==> config.mk <==
export PLATFORM = sky130hd
export DESIGN_NAME = countgen_pulsegen
export DESIGN_NICKNAME = d
export VERILOG_FILES = /design/src/rtl/countgen_pkg.sv /design/src/rtl/countgen_divider.sv /design/src/rtl/countgen_pulsegen.sv
export SDC_FILE = /design/constraint.sdc
export NUM_CORES = 1
export LEC_CHECK = 0
export ABC_AREA = 0
export BUFFER_PORTS_ARGS = -buffer_cell sky130_fd_sc_hd__buf_2
export CAP_MARGIN = 20
export CORE_ASPECT_RATIO = 0.5
export CORE_MARGIN = 2
export CORE_UTILIZATION = 46
export DETAILED_ROUTE_END_ITERATION = 7
export HOLD_SLACK_MARGIN = 0.15
export PLACE_DENSITY_LB_ADDON = 0.1
export SLEW_MARGIN = 5
export SYNTH_ARGS = -nofsm -noshare
export SYNTH_HDL_FRONTEND = slang
export SYNTH_SLANG_ARGS = --single-unit
export TNS_END_PERCENT = 1
==> constraint.sdc <==
create_clock -name clk -period 8.6 [get_ports clk]
set_input_delay 0.86 -clock clk [delete_from_list [all_inputs] [get_ports clk]]
set_output_delay 0.86 -clock clk [all_outputs]
set_load 0.01 [all_outputs]
==> src/rtl/countgen_pkg.sv <==
// Shared widths, minimum sub-period length and generator states for the countgen pulse regenerator.
// Latency: n/a. Backpressure: n/a.
package countgen_pkg;

    localparam int PERIOD_W_DEF = 32;
    localparam int MULT_W_DEF   = 8;
    localparam int MIN_SUB_DEF  = 2;

    typedef enum logic {
        IDLE = 1'b0,
        RUN  = 1'b1
    } gen_state_t;

endpackage

==> src/rtl/countgen_divider.sv <==
// Unsigned restoring divider, one quotient bit per cycle; done pulses DW+1 cycles after start is taken.
// Backpressure: start is ignored while busy; results hold until the next start.
module countgen_divider #(
    parameter int DW = 32,
    parameter int VW = 8
) (
    input  logic          clk,
    input  logic          rst,
    input  logic          start,
    input  logic [DW-1:0] dividend,
    input  logic [VW-1:0] divisor,
    output logic          busy,
    output logic          done,
    output logic [DW-1:0] quotient,
    output logic [VW-1:0] remainder,
    output logic          div_by_zero
);

    localparam int CW = $clog2(DW + 1);

    logic [CW-1:0] cnt;
    logic [DW-1:0] quo;
    logic [VW-1:0] rem;
    logic [VW-1:0] dsr;
    logic [VW:0]   rem_sh;
    logic [VW:0]   diff;

    // Partial remainder always stays below the divisor, so VW+1 bits suffice for the trial subtract.
    always_comb begin
        rem_sh = {rem, quo[DW-1]};
        diff   = rem_sh - {1'b0, dsr};
    end

    always_ff @(posedge clk or posedge rst) begin
        if (rst) begin
            busy <= 1'b0;
            done <= 1'b0;
            cnt  <= '0;
            quo  <= '0;
            rem  <= '0;
            dsr  <= '0;
        end else begin
            done <= 1'b0;
            if (start && !busy) begin
                busy <= 1'b1;
                cnt  <= CW'(DW);
                quo  <= dividend;
                rem  <= '0;
                dsr  <= divisor;
            end else if (busy) begin
                if (cnt != '0) begin
                    cnt <= cnt - CW'(1);
                    if (!diff[VW]) begin
                        rem <= diff[VW-1:0];
                        quo <= {quo[DW-2:0], 1'b1};
                    end else begin
                        rem <= rem_sh[VW-1:0];
                        quo <= {quo[DW-2:0], 1'b0};
                    end
                end else begin
                    busy <= 1'b0;
                    done <= 1'b1;
                end
            end
        end
    end

    assign quotient    = quo;
    assign remainder   = rem;
    assign div_by_zero = (dsr == '0);

endmodule

==> src/rtl/countgen_pulsegen.sv <==
// Frequency multiplier: emits mult evenly spaced pulses per measured period, in whole batches.
// Latency: first pulse ~PERIOD_W+4 cycles after enable. Backpressure: none; period/mult apply at batch boundaries.
import countgen_pkg::*;

module countgen_pulsegen #(
    parameter int PERIOD_W = PERIOD_W_DEF,
    parameter int MULT_W   = MULT_W_DEF,
    parameter int MIN_SUB  = MIN_SUB_DEF
) (
    input  logic                clk,
    input  logic                rst,
    input  logic [PERIOD_W-1:0] period,
    input  logic [MULT_W-1:0]   mult,
    input  logic                enable,
    output logic                out,
    output logic                busy,
    output logic [PERIOD_W-1:0] sub_len,
    output logic                err
);

    logic                div_start;
    logic                div_busy;
    logic                div_done;
    logic                div_dbz;
    logic [PERIOD_W-1:0] div_q;
    logic [MULT_W-1:0]   div_r;
    logic                div_reject;
    logic                div_accept;

    logic                cap_pzero;
    logic [MULT_W-1:0]   cap_mult;

    logic                nxt_valid;
    logic [PERIOD_W-1:0] nxt_q;
    logic [MULT_W-1:0]   nxt_r;
    logic [MULT_W-1:0]   nxt_mult;

    gen_state_t          state;
    gen_state_t          state_nx;
    logic                load_batch;
    logic                batch_end;
    logic [PERIOD_W-1:0] ld_q;
    logic [MULT_W-1:0]   ld_r;
    logic [MULT_W-1:0]   ld_mult;

    logic [PERIOD_W-1:0] w_q;
    logic [MULT_W-1:0]   w_r;
    logic [MULT_W-1:0]   w_mult;
    logic [MULT_W-1:0]   k;
    logic [MULT_W-1:0]   k_inc;
    logic [PERIOD_W-1:0] cnt;
    logic [PERIOD_W-1:0] cur_len;
    logic [PERIOD_W-1:0] hi_thr;

    assign div_start = enable && !div_busy;

    countgen_divider #(
        .DW (PERIOD_W),
        .VW (MULT_W)
    ) u_div (
        .clk         (clk),
        .rst         (rst),
        .start       (div_start),
        .dividend    (period),
        .divisor     (mult),
        .busy        (div_busy),
        .done        (div_done),
        .quotient    (div_q),
        .remainder   (div_r),
        .div_by_zero (div_dbz)
    );

    // period==0 would also give q<MIN_SUB, but is flagged explicitly in case MIN_SUB is set to 0.
    assign div_reject = div_dbz || cap_pzero || (div_q < PERIOD_W'(MIN_SUB));
    assign div_accept = div_done && !div_reject && enable;

    always_ff @(posedge clk or posedge rst) begin
        if (rst) begin
            cap_pzero <= 1'b0;
            cap_mult  <= '0;
            nxt_valid <= 1'b0;
            nxt_q     <= '0;
            nxt_r     <= '0;
            nxt_mult  <= '0;
            err       <= 1'b0;
        end else begin
            err <= div_done && div_reject;
            if (div_start) begin
                cap_pzero <= (period == '0);
                cap_mult  <= mult;
            end
            if (!enable) begin
                nxt_valid <= 1'b0;
            end else if (div_accept) begin
                nxt_valid <= 1'b1;
                nxt_q     <= div_q;
                nxt_r     <= div_r;
                nxt_mult  <= cap_mult;
            end
        end
    end

    always_ff @(posedge clk or posedge rst) begin
        if (rst) begin
            state <= IDLE;
        end else begin
            state <= state_nx;
        end
    end

    always_comb begin
        state_nx   = state;
        load_batch = 1'b0;
        // A result completing on this cycle bypasses the next register.
        ld_q       = div_accept ? div_q    : nxt_q;
        ld_r       = div_accept ? div_r    : nxt_r;
        ld_mult    = div_accept ? cap_mult : nxt_mult;
        batch_end  = (cnt == PERIOD_W'(1)) && (k == w_mult - MULT_W'(1));
        case (state)
            IDLE: begin
                if (enable && nxt_valid) begin
                    state_nx   = RUN;
                    load_batch = 1'b1;
                end
            end
            RUN: begin
                if (batch_end) begin
                    if (enable && (div_accept || nxt_valid)) begin
                        load_batch = 1'b1;
                    end else begin
                        state_nx = IDLE;
                    end
                end
            end
            default: state_nx = IDLE;
        endcase
    end

    // Sub-periods k<r carry one extra cycle so the batch spans exactly q*mult+r cycles.
    always_comb begin
        k_inc   = k + MULT_W'(1);
        cur_len = w_q + {{(PERIOD_W-1){1'b0}}, (k < w_r)};
        hi_thr  = cur_len - (cur_len >> 1);
    end

    always_ff @(posedge clk or posedge rst) begin
        if (rst) begin
            w_q     <= '0;
            w_r     <= '0;
            w_mult  <= '0;
            k       <= '0;
            cnt     <= '0;
            sub_len <= '0;
        end else if (load_batch) begin
            w_q     <= ld_q;
            w_r     <= ld_r;
            w_mult  <= ld_mult;
            k       <= '0;
            cnt     <= ld_q + {{(PERIOD_W-1){1'b0}}, (ld_r != '0)};
            sub_len <= ld_q;
        end else if (state == RUN) begin
            if (cnt == PERIOD_W'(1)) begin
                if (batch_end) begin
                    sub_len <= '0;
                end else begin
                    k   <= k_inc;
                    cnt <= w_q + {{(PERIOD_W-1){1'b0}}, (k_inc < w_r)};
                end
            end else begin
                cnt <= cnt - PERIOD_W'(1);
            end
        end
    end

    // cnt runs len..1; the high phase is the first floor(len/2) of those cycles.
    assign out  = (state == RUN) && (cnt > hi_thr);
    assign busy = (state == RUN);

endmodule

## Word level (Yosys, flattened, before mapping)

Index checks and enable logic that the tools add are counted.

| operators by class | value |
|---|---|
| order comparisons | 4 |
| muxes and demuxes | 40 |
| equal/unequal tests | 5 |
| bitwise gates (word level) | 1 |
| add/sub/neg operators | 9 |
| shift operators | 0 |
| reductions and logical operators | 27 |
| multipliers | 0 |
| divide/modulo/power cells | 0 |

Operators by type and width:

| kind | count |
|---|---|
| $mux W32 | 12 |
| $add A32 B1 Y32 | 3 |
| $mux W8 | 10 |
| $eq A32 B1 Y1 const B | 1 |
| $gt A32 B32 Y1 | 1 |
| $logic_not A32 Y1 | 1 |
| $lt A32 B2 Y1 const B | 1 |
| $sub A32 B1 Y32 const B | 1 |
| $sub A32 B31 Y32 | 1 |
| $mux W6 | 3 |
| $lt A8 B8 Y1 | 2 |
| $mux W1 | 13 |
| $reduce_bool A2 Y1 | 5 |
| $logic_and A1 B1 Y1 | 9 |
| $sub A9 B8 Y9 | 1 |
| $add A8 B1 Y8 const B | 1 |
| $eq A8 B8 Y1 | 1 |
| $logic_not A8 Y1 | 1 |
| $reduce_bool A8 Y1 | 1 |
| $sub A8 B1 Y8 const B | 1 |
| $reduce_and A3 Y1 | 2 |
| $reduce_bool A6 Y1 | 1 |
| $sub A6 B1 Y6 const B | 1 |
| $pmux W1 S2 | 2 |
| 7 further kinds | 11 |

| storage, ports and cells | value |
|---|---|
| register bits after elaboration | 236 |
| memories | 0 |
| bits in read-only memories | 0 |
| input bits | 43 |
| output and inout port bits | 35 |
| latch bits | 0 |
| RAM bits | 0 |

## Longest topological paths before layout

| depth | value |
|---|---|
| word-level depth | 13 |
| depth in mapped cells | 38 |
| gate-level depth less buffers | 38 |

## Cells and area by module

A second synthesis with hierarchy kept.

| second synthesis, totals | value |
|---|---|
| cell total of the unflattened synthesis | 1801 |
| area, all modules | 15534.9 um^2 |

Modules (own cells, without submodules):

| module | area an instance (um^2) | times used | seq. area each (um^2) | cells an instance |
|---|---|---|---|---|
| countgen_pulsegen | 12806.0 | 1 | 4504.3 | 1512 |
| countgen_divider | 2728.9 | 1 | 1401.3 | 289 |

## Worst setup path after synthesis

OpenSTA, ideal clock, no wires.

| timing path | value |
|---|---|
| kind | register to output |
| start point | register k[1] |
| end point | output port out |
| cell stages (with the launch flop) | 36 |
| required time | 7740 ps |
| path buffers | 1 |
| setup slack | 1345 ps |
| arrival | 6395 ps |
| path through | dfrtp_1 > ha_1 > a21oi_1 > nor2b_1 > o21ai_0 > nand2b_1 > a21oi_1 > nor2b_1 > o21ai_0 > nand2b_1 > a21oi_1 > ha_1 > nand3_1 > or3_1 > and2_1 > clkbuf_1 > ha_1 > a21oi_1 > o21ai_0 > o211ai_1 > a211oi_1 > o31ai_1 > o21ai_0 > a31oi_1 > xor2_1 > ha_1 > a21o_1 > a21o_1 > a21o_1 > a21o_1 > a21o_1 > a21o_1 > a21oi_1 > nor3_1 > a2111oi_0 > a21oi_1 |

| on the way | value |
|---|---|
| longest elaborated chain between the ends | 5 |

RTL lines:

| element | line | RTL |
|---|---|---|
| from (decl) | countgen_pulsegen.sv:49 | `logic [MULT_W-1:0] k;` |
| from (signal assigned) | countgen_pulsegen.sv:166 | `k <= k_inc;` |
| $lt A8 B8 Y1 | countgen_pulsegen.sv:142 | `cur_len = w_q + {{(PERIOD_W-1){1'b0}}, (k < w_r)};` |
| $add A32 B1 Y32 | countgen_pulsegen.sv:142 |  |
| $sub A32 B31 Y32 | countgen_pulsegen.sv:143 | `hi_thr = cur_len - (cur_len >> 1);` |
| $gt A32 B32 Y1 | countgen_pulsegen.sv:176 | `assign out = (state == RUN) && (cnt > hi_thr);` |
| $logic_and A1 B1 Y1 | countgen_pulsegen.sv:176 |  |
| to (decl) | countgen_pulsegen.sv:15 | `output logic out,` |

No other way between the ends.

## Final worst setup path

Ends and elaborated chain as after synthesis.

==> summary.md <==
| Metric | Value |
|---|---|
| Commonest cells after routing, fill and taps aside | `nand2_1 (294), dfrtp_1 (227), o21ai_0 (138)` |
| Final setup vio count | `0` |
| Minimum clock period | `8150 ps` |
| R2R setup slack | `3540 ps` |
| Sequential fraction of the synthesis area | `38.0%` |
| Largest cells by area after synthesis | `dfrtp_1 (38%), ha_1 (7.9%), nand2_1 (7.4%)` |
| DRT antenna net count | `0` |
| Ys Warns | `0` |
| Worst setup EP type | `output pin` |
| CTS Sinks | `228` |
| Avg Cell Area, Syn | `8.42 sq um` |
| DIE WIDTH | `259 microns` |
| Ports | `78` |
| Post-layout nets | `1,958` |
| Achievable Freq | `0.123 GHz` |
| Min-Delay Path Class | `input pin to asynchronous set/reset pin` |
| Clock Tree Buf Depth | `3` |
| Share of cells above drive strength 1 | `between 10% and 20%` |
| Fin. max-slew vios | `0` |
| H-tree level count | `1` |
| PortBufs | `77` |
| DR iter-0 viols | `986` |
| Final period utilization | `94.8%` |
| Number of global-route vias before repair | `12,500` |
| Largest net degree at the start of global routing | `85` |
| Final Util | `52.4%` |
| Worst-path clk slew | `60 ps` |
| Die height | `132 microns` |
| Synthesized area | `0.0150 sq mm` |
| Antenna cells | `0` |
| Core area | `0.0319 sq mm` |
| Die area | `roughly 0.034 sq mm` |
| Critical-path top delay cell | `dfrtp_2` |
| Leak | `7.89 nW` |
| CTS Buf Count | `24` |
| Setup Skew | `~12 ps` |
| Post-synth ARST share | `100%` |
| Dpl cell area | `0.0157 sq mm` |
| GRT Total Usage | `25.5%` |
| Final Cell Area | `between 0.015 and 0.02 sq mm` |
| Gpl congestion | `0.901` |
| CTS Hold Bufs | `0` |
| Critical path arrival | `about 7300 ps` |
| Initial antenna violation count | `0` |
| Hold_ws | `424 ps` |
| Setup CP Type | `flop to output pin` |
| DR vias/cell | `approximately 5.7` |
| Drt pass-1 iters | `7` |
| Drt wl/cell | `~19 microns` |
| Cell taking the most area after synthesis | `dfrtp_1` |
| Final WL | `43,700 microns` |
| Post-synth EDFFs | `0` |
| Peak VDD IR | `307 uV` |
| Most used DFF post-synth | `dfrtp_1` |
| Max Cap Violations | `0` |
| Status | `finished clean` |
| Max stage delay on crit path | `440 ps` |
| Worst EP required | `7740 ps` |
| Final Hold Viols | `0` |
| Vias | `12,900` |
| #FFs+latches synth | `228` |
| Clock Latency Late Sink | `around 520 ps` |
| Core Rows | `46` |
| Commonest non-fill, non-tap cell in the layout | `nand2_1` |
| Yosys top cell area share | `38.0%` |
| Yosys cell types | `65` |
| Initial core utilization | `a little under half` |
| Crit start category | `flop` |
| Worst Path Buf+Inv | `5` |
| Mapped Cells | `1,781` |
| First-pass GRT wire length | `roughly 70,000 microns` |
| HPWL after detailed placement | `between 30,000 and 40,000 microns` |
| P&R area growth vs syn | `11.5%` |
| Crit Path Max Fanout | `7` |
| Cell family with the largest share of critical-path delay | `compound AO/OA/AOI/OAI gates` |
| Worst Max-Slew Pin Slew | `between 1000 and 1500 ps` |
| Relative slew slack | `32.3%` |
| Remaining DRCs | `0` |
| Syn_nets | `1,921` |
| Pwr per Cell Area | `495 mW/mm^2` |
| PnR Total Power | `0.00827 W` |
| Global route overflow | `0` |
| Root Buffer | `clkbuf_16` |
| CTS tree | `yes` |
| Most used cell, CP | `ha_1` |
repair_timing:
action / in CTS / in global routing
resized for setup: 5 / 35
setup buffers: 1 / 2
setup endpoints to repair: 1 / 1
hold endpoints to repair: 0 / 0
pin swaps: 1 / 9
registers in the layout, indices dropped and copies added (netlist names), 6 cells and up:
register,count
cnt,32
u_div.remainder,8
nxt_mult,8
w_r,8
k,8
sub_len,32
nxt_r,8
u_div.quotient,32
w_mult,8
nxt_q,32
w_q,32
u_div.cnt,6
cap_mult,8
cells by family (layout without fill, tap and decap cells):
| family | Yosys count | after routing | synth area share [%] |
|---|---|---|---|
| AO/OA/AOI/OAI | 395 | 395 | 15.9 |
| XOR/XNOR | 159 | 159 | 9.29 |
| multiplexers | 46 | 46 | 3.13 |
| buffers and inverters | 190 | 245 | 5.10 |
| adder cells (fa/ha/maj) | 97 | 97 | 8.19 |
| AND/OR/NAND/NOR | 666 | 666 | 20.3 |
| flip-flops | 228 | 228 | 38.0 |
cells in the mapped netlist, types with 7 or more instances:
cell type  number
ha_1           95
nor2_1        133
xnor2_1       107
buf_1           7
clkbuf_1       59
nand2_1       295
dfrtp_1       228
o211ai_1       10
nand3_1        45
mux2i_1        39
xor2_1         52
or3_1          13
a22oi_1        32
o221ai_1       10
mux2_2          7
nand4_1        29
a31oi_1        14
a211oi_1       18
nor3_1         36
nor2b_1        17
nor4_1         38
inv_1         100
a21oi_1        89
and2_1         12
a21o_1         31
buf_2          16
and3_1         12
o21ai_0       147
nand2b_1       11
worst paths after layout:
kind | endpoint | start | cells past startpoint
min in group clk | nxt_q[0] | nxt_q[0] | 2
max in group asynchronous | k[1] | rst | 3
worst max-delay path | out | k[1] | 34
worst max register to register | cnt[25] | cnt[11] | 10
worst min-delay path | u_div.remainder[3] | rst | 2
worst min register to register | nxt_q[0] | nxt_q[0] | 2
final cells by class:
cell class | count | area [sq um]
clock buffer | 34 | 709
clock inverter | 10 | 75.1
fill | 2989 | 15200
inverter | 101 | 387
multi-input combinational | 1363 | 8730
sequential | 228 | 5710
tap | 432 | 541
timing repair buffer | 100 | 573
metal layers:
layer,vias to the layer above,GRT usage [%],share of wire [%]
met3,54,3.59,5.6
met1,6221,38.8,49
li1,6277,-,-
met4,0,5.43,2.1
met5,-,0,0
met2,368,38.3,43
stage by stage:
stage	instances	setup WS, ps	setup TNS, ps
3_3_place_gp	2217	102	0
3_5_place_dp	2218	45.4	0
6_report	2268	446	0
5_1_grt	2268	-50.0	-50.0
2_1_floorplan	1781	1340	0
4_1_cts	2263	33.7	0
power by group:
group	switching, W	internal (W)	total [W]	leakage [nW]
combinational	0.00288	0.00231	0.00519	4.60
clock	0.000440	0.000604	0.00104	0.398
sequential	0.000533	0.00150	0.00204	2.90
total	0.00385	0.00442	0.00827	7.89
Power figures use the tool's default switching activity.
